===== src/rtl/dec3l_cfg_sequencer_pkg.sv =====
// rtl/dec3l_cfg_sequencer_pkg.sv - decoder topology/commutation types, level codes and sequencer states
`ifndef TDELAY_WIDTH
`define TDELAY_WIDTH 10
`endif

package PKG_decoder_3lxnpc;

  typedef enum logic [1:0] {
    NoOut = 2'd0,
    NPC   = 2'd1,
    ANPC  = 2'd2,
    TNPC  = 2'd3
  } _npctypes_t;

  typedef enum logic [1:0] {
    COMM_OUTER = 2'd0,
    COMM_INNER = 2'd1,
    COMM_FULL  = 2'd2,
    COMM_MIXED = 2'd3
  } _commtypes_t;

  typedef enum logic [2:0] {
    IDLE  = 3'd0,
    LOAD  = 3'd1,
    ARM   = 3'd2,
    RUN   = 3'd3,
    ZERO  = 3'd4,
    BLANK = 3'd5
  } _seqstate_t;

  localparam logic [1:0] LEV_NEG  = 2'b00;
  localparam logic [1:0] LEV_ZERO = 2'b01;
  localparam logic [1:0] LEV_POS  = 2'b10;

  // The unused code 2'b11 must never reach the gates as anything but zero level.
  function automatic logic [1:0] lev_sanitize(input logic [1:0] lev);
    return (lev == 2'b11) ? LEV_ZERO : lev;
  endfunction

endpackage


===== src/rtl/dec3l_cfg_sequencer_dwell.sv =====
// rtl/dec3l_cfg_sequencer_dwell.sv - shared dwell counter, done after max(t,1) cycles from load
module dwell_counter #(
  parameter int CNT_W = 16
) (
  input  logic             clk,
  input  logic             rst,
  input  logic             load,
  input  logic [CNT_W-1:0] t,
  output logic             done
);

  logic [CNT_W-1:0] count;
  logic [CNT_W-1:0] last;

  always_ff @(posedge clk) begin
    if (rst) begin
      count <= '0;
      last  <= '0;
    end else if (load) begin
      count <= '0;
      last  <= (t == '0) ? '0 : t - 1'b1;
    end else if (count != last) begin
      count <= count + 1'b1;
    end
  end

  assign done = (count == last);

endmodule


===== src/rtl/dec3l_cfg_sequencer.sv =====
// rtl/dec3l_cfg_sequencer.sv - glitch-safe run-time reconfiguration sequencer in front of decoder_3lxnpc
`ifndef TDELAY_WIDTH
`define TDELAY_WIDTH 10
`endif

module dec3l_cfg_sequencer
  import PKG_decoder_3lxnpc::*;
#(
  parameter int CNT_W = 16,
  parameter int TD_W  = `TDELAY_WIDTH
) (
  input  logic             clk,
  input  logic             rst,
  input  logic             en,
  input  logic             cfg_apply,
  input  _npctypes_t       req_npc_type,
  input  _commtypes_t      req_comm_type,
  input  logic [TD_W-1:0]  req_t_short,
  input  logic [TD_W-1:0]  req_t_off_on,
  input  logic [TD_W-1:0]  req_t_on_offV0,
  input  logic [TD_W-1:0]  req_t_offV0_on,
  input  logic [TD_W-1:0]  req_t_off_onI0,
  input  logic [CNT_W-1:0] t_settle,
  input  logic [CNT_W-1:0] t_blank,
  input  logic [1:0]       v_lev_in,
  output _npctypes_t       npc_type,
  output _commtypes_t      comm_type_anpc,
  output logic [TD_W-1:0]  t_short,
  output logic [TD_W-1:0]  t_off_on,
  output logic [TD_W-1:0]  t_on_offV0,
  output logic [TD_W-1:0]  t_offV0_on,
  output logic [TD_W-1:0]  t_off_onI0,
  output logic [1:0]       v_lev,
  output logic             busy,
  output logic             running,
  output logic             cfg_done,
  output logic             apply_rejected
);

  _seqstate_t state, next_state;
  logic stop_q, stop_d;
  logic accept, reject, shadow_we;
  logic dwell_load, dwell_done;
  logic [CNT_W-1:0] dwell_t;

  _npctypes_t pend_npc;
  _commtypes_t pend_comm;
  logic [4:0][TD_W-1:0] pend_t;
  logic [4:0][TD_W-1:0] req_t;

  assign req_t = {req_t_off_onI0, req_t_offV0_on, req_t_on_offV0, req_t_off_on, req_t_short};

  dwell_counter #(.CNT_W(CNT_W)) u_dwell (
    .clk  (clk),
    .rst  (rst),
    .load (dwell_load),
    .t    (dwell_t),
    .done (dwell_done)
  );

  always_comb begin
    next_state = state;
    stop_d     = stop_q;
    accept     = 1'b0;
    reject     = 1'b0;
    shadow_we  = 1'b0;
    case (state)
      IDLE: begin
        if (cfg_apply) begin
          if (en) begin
            next_state = LOAD;
            accept     = 1'b1;
          end else begin
            reject = 1'b1;
          end
        end
      end
      LOAD: begin
        reject    = cfg_apply;
        shadow_we = 1'b1;
        if (!en) begin
          next_state = ZERO;
          stop_d     = 1'b1;
        end else begin
          next_state = ARM;
        end
      end
      ARM: begin
        reject = cfg_apply;
        if (!en) begin
          next_state = ZERO;
          stop_d     = 1'b1;
        end else if (dwell_done) begin
          next_state = RUN;
        end
      end
      RUN: begin
        // A stop request outranks a simultaneous reconfiguration.
        if (!en) begin
          next_state = ZERO;
          stop_d     = 1'b1;
          reject     = cfg_apply;
        end else if (cfg_apply) begin
          next_state = ZERO;
          stop_d     = 1'b0;
          accept     = 1'b1;
        end
      end
      ZERO: begin
        reject = cfg_apply;
        if (!en) stop_d = 1'b1;
        if (dwell_done) next_state = BLANK;
      end
      BLANK: begin
        reject = cfg_apply;
        if (!en) stop_d = 1'b1;
        if (dwell_done) next_state = (stop_q || !en) ? IDLE : LOAD;
      end
      default: next_state = IDLE;
    endcase
    if (next_state == IDLE) stop_d = 1'b0;
    dwell_load = (next_state != state) && (next_state inside {ARM, ZERO, BLANK});
    dwell_t    = (next_state == BLANK) ? t_blank : t_settle;
  end

  always_ff @(posedge clk) begin
    if (rst) begin
      state          <= IDLE;
      stop_q         <= 1'b0;
      pend_npc       <= NoOut;
      pend_comm      <= COMM_OUTER;
      pend_t         <= '0;
      npc_type       <= NoOut;
      comm_type_anpc <= COMM_OUTER;
      t_short        <= '0;
      t_off_on       <= '0;
      t_on_offV0     <= '0;
      t_offV0_on     <= '0;
      t_off_onI0     <= '0;
      v_lev          <= LEV_ZERO;
      busy           <= 1'b0;
      running        <= 1'b0;
      cfg_done       <= 1'b0;
      apply_rejected <= 1'b0;
    end else begin
      state  <= next_state;
      stop_q <= stop_d;
      if (accept) begin
        pend_npc  <= req_npc_type;
        pend_comm <= req_comm_type;
        pend_t    <= req_t;
      end
      if (shadow_we) begin
        comm_type_anpc <= pend_comm;
        t_short        <= pend_t[0];
        t_off_on       <= pend_t[1];
        t_on_offV0     <= pend_t[2];
        t_offV0_on     <= pend_t[3];
        t_off_onI0     <= pend_t[4];
      end
      // The topology only goes live once the level is already pinned at zero.
      if (state == LOAD && next_state == ARM) begin
        npc_type <= pend_npc;
      end else if (next_state != state && (next_state inside {BLANK, IDLE, LOAD})) begin
        npc_type <= NoOut;
      end
      v_lev          <= (next_state == RUN) ? lev_sanitize(v_lev_in) : LEV_ZERO;
      busy           <= !(next_state inside {IDLE, RUN});
      running        <= (next_state == RUN);
      cfg_done       <= (next_state == RUN) && (state != RUN);
      apply_rejected <= reject;
    end
  end

endmodule


===== config.mk =====
export PLATFORM = sky130hd
export DESIGN_NAME = dec3l_cfg_sequencer
export DESIGN_NICKNAME = d
export VERILOG_FILES = /design/src/rtl/dec3l_cfg_sequencer_pkg.sv /design/src/rtl/dec3l_cfg_sequencer_dwell.sv /design/src/rtl/dec3l_cfg_sequencer.sv
export SDC_FILE = /design/constraint.sdc
export NUM_CORES = 1
export LEC_CHECK = 0
export CORE_ASPECT_RATIO = 1.4
export CORE_MARGIN = 1
export CORE_UTILIZATION = 51
export CTS_BUF_LIST = sky130_fd_sc_hd__clkbuf_8
export DETAILED_ROUTE_END_ITERATION = 8
export PLACE_DENSITY = 0.83
export RECOVER_POWER = 100
export SYNTH_ARGS = -nofsm -noshare
export SYNTH_HDL_FRONTEND = slang
export SYNTH_HIERARCHICAL = 1
export SYNTH_SLANG_ARGS = --single-unit

===== constraint.sdc =====
create_clock -name clk -period 5.17 [get_ports clk]
set_input_delay 1.551 -clock clk [delete_from_list [all_inputs] [get_ports clk]]
set_output_delay 1.551 -clock clk [all_outputs]
set_load 0.02 [all_outputs]

==> flow_metrics.tcl <==
set metrics [dict create \
    layout-drive-gt1-share_pct 8.47 \
    cts.sinks 150 \
    finalNonFillerCells 1056 \
    synth.avg_cell_area_um2 8.26 \
    cts_hold_buf 0 \
    dp.cells 1024 \
    cp.buffers_inverters 4 \
    cp.arrival_ns 5.15 \
    synth_top_family_by_area "simple AND/OR/NAND/NOR gates" \
    drt-wirelength-per-cell_um 15.1 \
    htreeDepth 4 \
    worstMarginPinSlew_ns 2.92 \
    final.setup_skew_ns 0.0153 \
    drc 0 \
    max_slew_margin_pct -94.6 \
    netlist_area_um2 6280 \
    avgViaCountPerCell 5.40 \
    synth-compound-area-share_pct 16.5 \
    totalNegativeSetupSlack_ns 0 \
    antenna_found_initial 0 \
    clock_path_buffers 2 \
    critical_path_class "in2reg" \
    synth_edf_count 0 \
    std_cell_rows 47 \
    die_area_um2 12800 \
    overflow 0 \
    clock-root-buffer "clkbuf_8" \
    path_clk_slew_ns 0.09 \
    die_w_um 95.8 \
    first_global_vias 5290 \
    cts_resized 0 \
    antenna_left 0 \
    period_needed_ns 4.81 \
    vias 5700 \
    diodes 0 \
    synthArstFlopShare_pct 0 \
    hold_viol_final 0 \
    coreArea_um2 11900 \
    post_cts_buffers 0 \
    start_util_pct 52.6 \
    fmax_mhz 208 \
    crit_path_cell_trace "dlygate4sd3_1 > nor2b_1 > o31a_1 > a2bb2o_4 > buf_4 > mux2_1 > inv_1 > ha_1 > nor3b_1 > nand2_1 > o311ai_4 > buf_4 > a21oi_1 > a21o_1" \
    critical_path.max_fanout 10 \
    ir_drop_v 0.000200 \
    seq_area_frac_synth_pct 47.8 \
    endpoint_kind "register" \
    die_h_um 133 \
    synth.most_common_cell "nand2_1" \
    crit_top_cell "buf_4" \
    synthSimpleGateAreaFrac_pct 22.5 \
    status "finished, violations left" \
    gp_congestion 0.837 \
    synth_top_area_share_pct 47.8 \
    area_growth_pct 31.1 \
    drtIter0Drc 280 \
    grt.total_usage_pct 25.5 \
    critical_path.slowest_cell "dlygate4sd3_1" \
    wl_um 15900 \
    cap_violations 2 \
    cts_made_buffers 17 \
    yosys-top-cells-area "dfxtp_1, nand2_1, a21oi_1" \
    yosys_warnings 6 \
    synthXorXnorAreaFrac_pct 4.18 \
    cp-start-kind "input port" \
    synth_ff_type "dfxtp_1" \
    synth_fa_ha_area_share_pct 0.398 \
    ys_ff_latch 150 \
    clock_latency_ns 0.44 \
    ys_types 55 \
    cp_top_family "buffers and inverters" \
    grt_max_degree 70 \
    grt_first_pass_wirelength_um 24900 \
    p_per_area_nw_per_um2 320 \
    nets 990 \
    io-pin-count 152 \
    slew_viol_final 123 \
    yosys.area.top_type "dfxtp_1" \
    fillers 957 \
    failed_checks "max-capacitance violations, max-slew violations" \
    setup_viol 0 \
    tritoncts "yes" \
    fin_hold_ws_ns 0.450 \
    synthesis.nets 855 \
    dp_hpwl_um 11000 \
    min-delay-path-class "reg2reg" \
    finalCritPeriodShare_pct 93.1 \
    p_leak_nw 3.05 \
    rsz0062_at_grt "false" \
    drt_pass1_iterations 7 \
    portBuffers 151 \
    synth_mux_area_share_pct 3.94 \
    slowest_delay_ns 0.68 \
    power_w 0.00264 \
    synth_commonest_cells "nand2_1, dfxtp_1, a21oi_1" \
    crit_required_ns 5.51 \
    synth_cells 761 \
]
==> flip-flops by register name, summed over array words and instances (netlist names), 2 cells and up <==
| register | cells |
|---|---|
| comm_type_anpc | 2 |
| npc_type | 2 |
| pend_comm | 2 |
| pend_npc | 2 |
| pend_t | 50 |
| state | 3 |
| t_offV0_on | 10 |
| t_off_on | 10 |
| t_off_onI0 | 10 |
| t_on_offV0 | 10 |
| t_short | 10 |
| u_dwell/count | 16 |
| u_dwell/last | 16 |
| v_lev | 2 |
==> area by class of cell <==
cell class / instances / area, µm² / area share (%)
tap: 147 / 184 / 2.23
sequential: 150 / 3000 / 36.5
clock buffer: 18 / 248 / 3.01
multi-input combinational: 553 / 2990 / 36.3
clock inverter: 14 / 174 / 2.11
timing repair buffer: 166 / 1610 / 19.5
inverter: 8 / 30.0 / 0.365
==> power breakdown <==
part           total, W  leakage [nW]  internal, W  switching (W)
clock network  0.000949         0.213     0.000465       0.000484
registers       0.00125          1.22      0.00121      0.0000425
logic          0.000437          1.62     0.000192       0.000245
total           0.00264          3.05      0.00187       0.000771
==> metal layers <==
metal | GRT usage [%] | part of all wire (%) | up-vias
met2 | 45.1 | 54 | 178
met1 | 26.0 | 36 | 2656
li1 | - | - | 2824
met4 | 13.3 | 3.9 | 0
met5 | 0 | 0 | -
met3 | 8.33 | 6.2 | 42
==> logic make-up (layout without fill, tap and decap cells) <==
kind of cell / count (synthesis) / after routing
fa+ha+maj: 2 / 2
simple gates: 325 / 325
mux: 19 / 19
xor+xnor: 30 / 30
compound gates: 177 / 177
buf+inv: 58 / 206
flops: 150 / 150
==> worst min-delay path: stages (launching register included) <==
cell and delay, ns:
dfxtp_1 0.32, nand2_1 0.05, a21oi_1 0.05
==> placed cells by master, fill, tap and decap left out, types with 6 or more instances in the layout <==
master and n:
buf_4 12, o31ai_1 9, clkdlybuf4s50_1 89, mux2_4 10
o21ai_2 6, nand3_1 7, or4_1 7, xnor2_1 25
inv_6 6, nor2_1 17, inv_1 8, dlygate4sd3_1 61
o21ai_0 19, dfxtp_1 150, clkbuf_8 18, nand2_1 242
or3_1 9, a21oi_1 124
==> path summary, 6_finish.rpt <==
path	startpoint	to	slack, ns	cells past startpoint
setup / recovery	en	u_dwell/last[7]$_SDFFE_PP0P_	0.36	14
hold / removal	pend_t[20]$_SDFFE_PP0P_	t_on_offV0[0]$_SDFFE_PP0N_	0.45	2
setup reg to reg	u_dwell/count[2]$_SDFFE_PP0N_	u_dwell/last[7]$_SDFFE_PP0P_	0.79	17
hold reg to reg	pend_t[20]$_SDFFE_PP0P_	t_on_offV0[0]$_SDFFE_PP0N_	0.45	2
==> stage by stage <==
stage	setup WS (ns)	instance area, µm²	util, %
4_1_cts	0.489	8270	69.3
3_5_place_dp	0.0594	7850	65.8
6_report	0.356	8240	69.0
2_1_floorplan	0.742	6280	-
3_3_place_gp	0.173	7850	65.8
5_1_grt	0.180	8240	69.0
(Power assumes the default switching activity.)
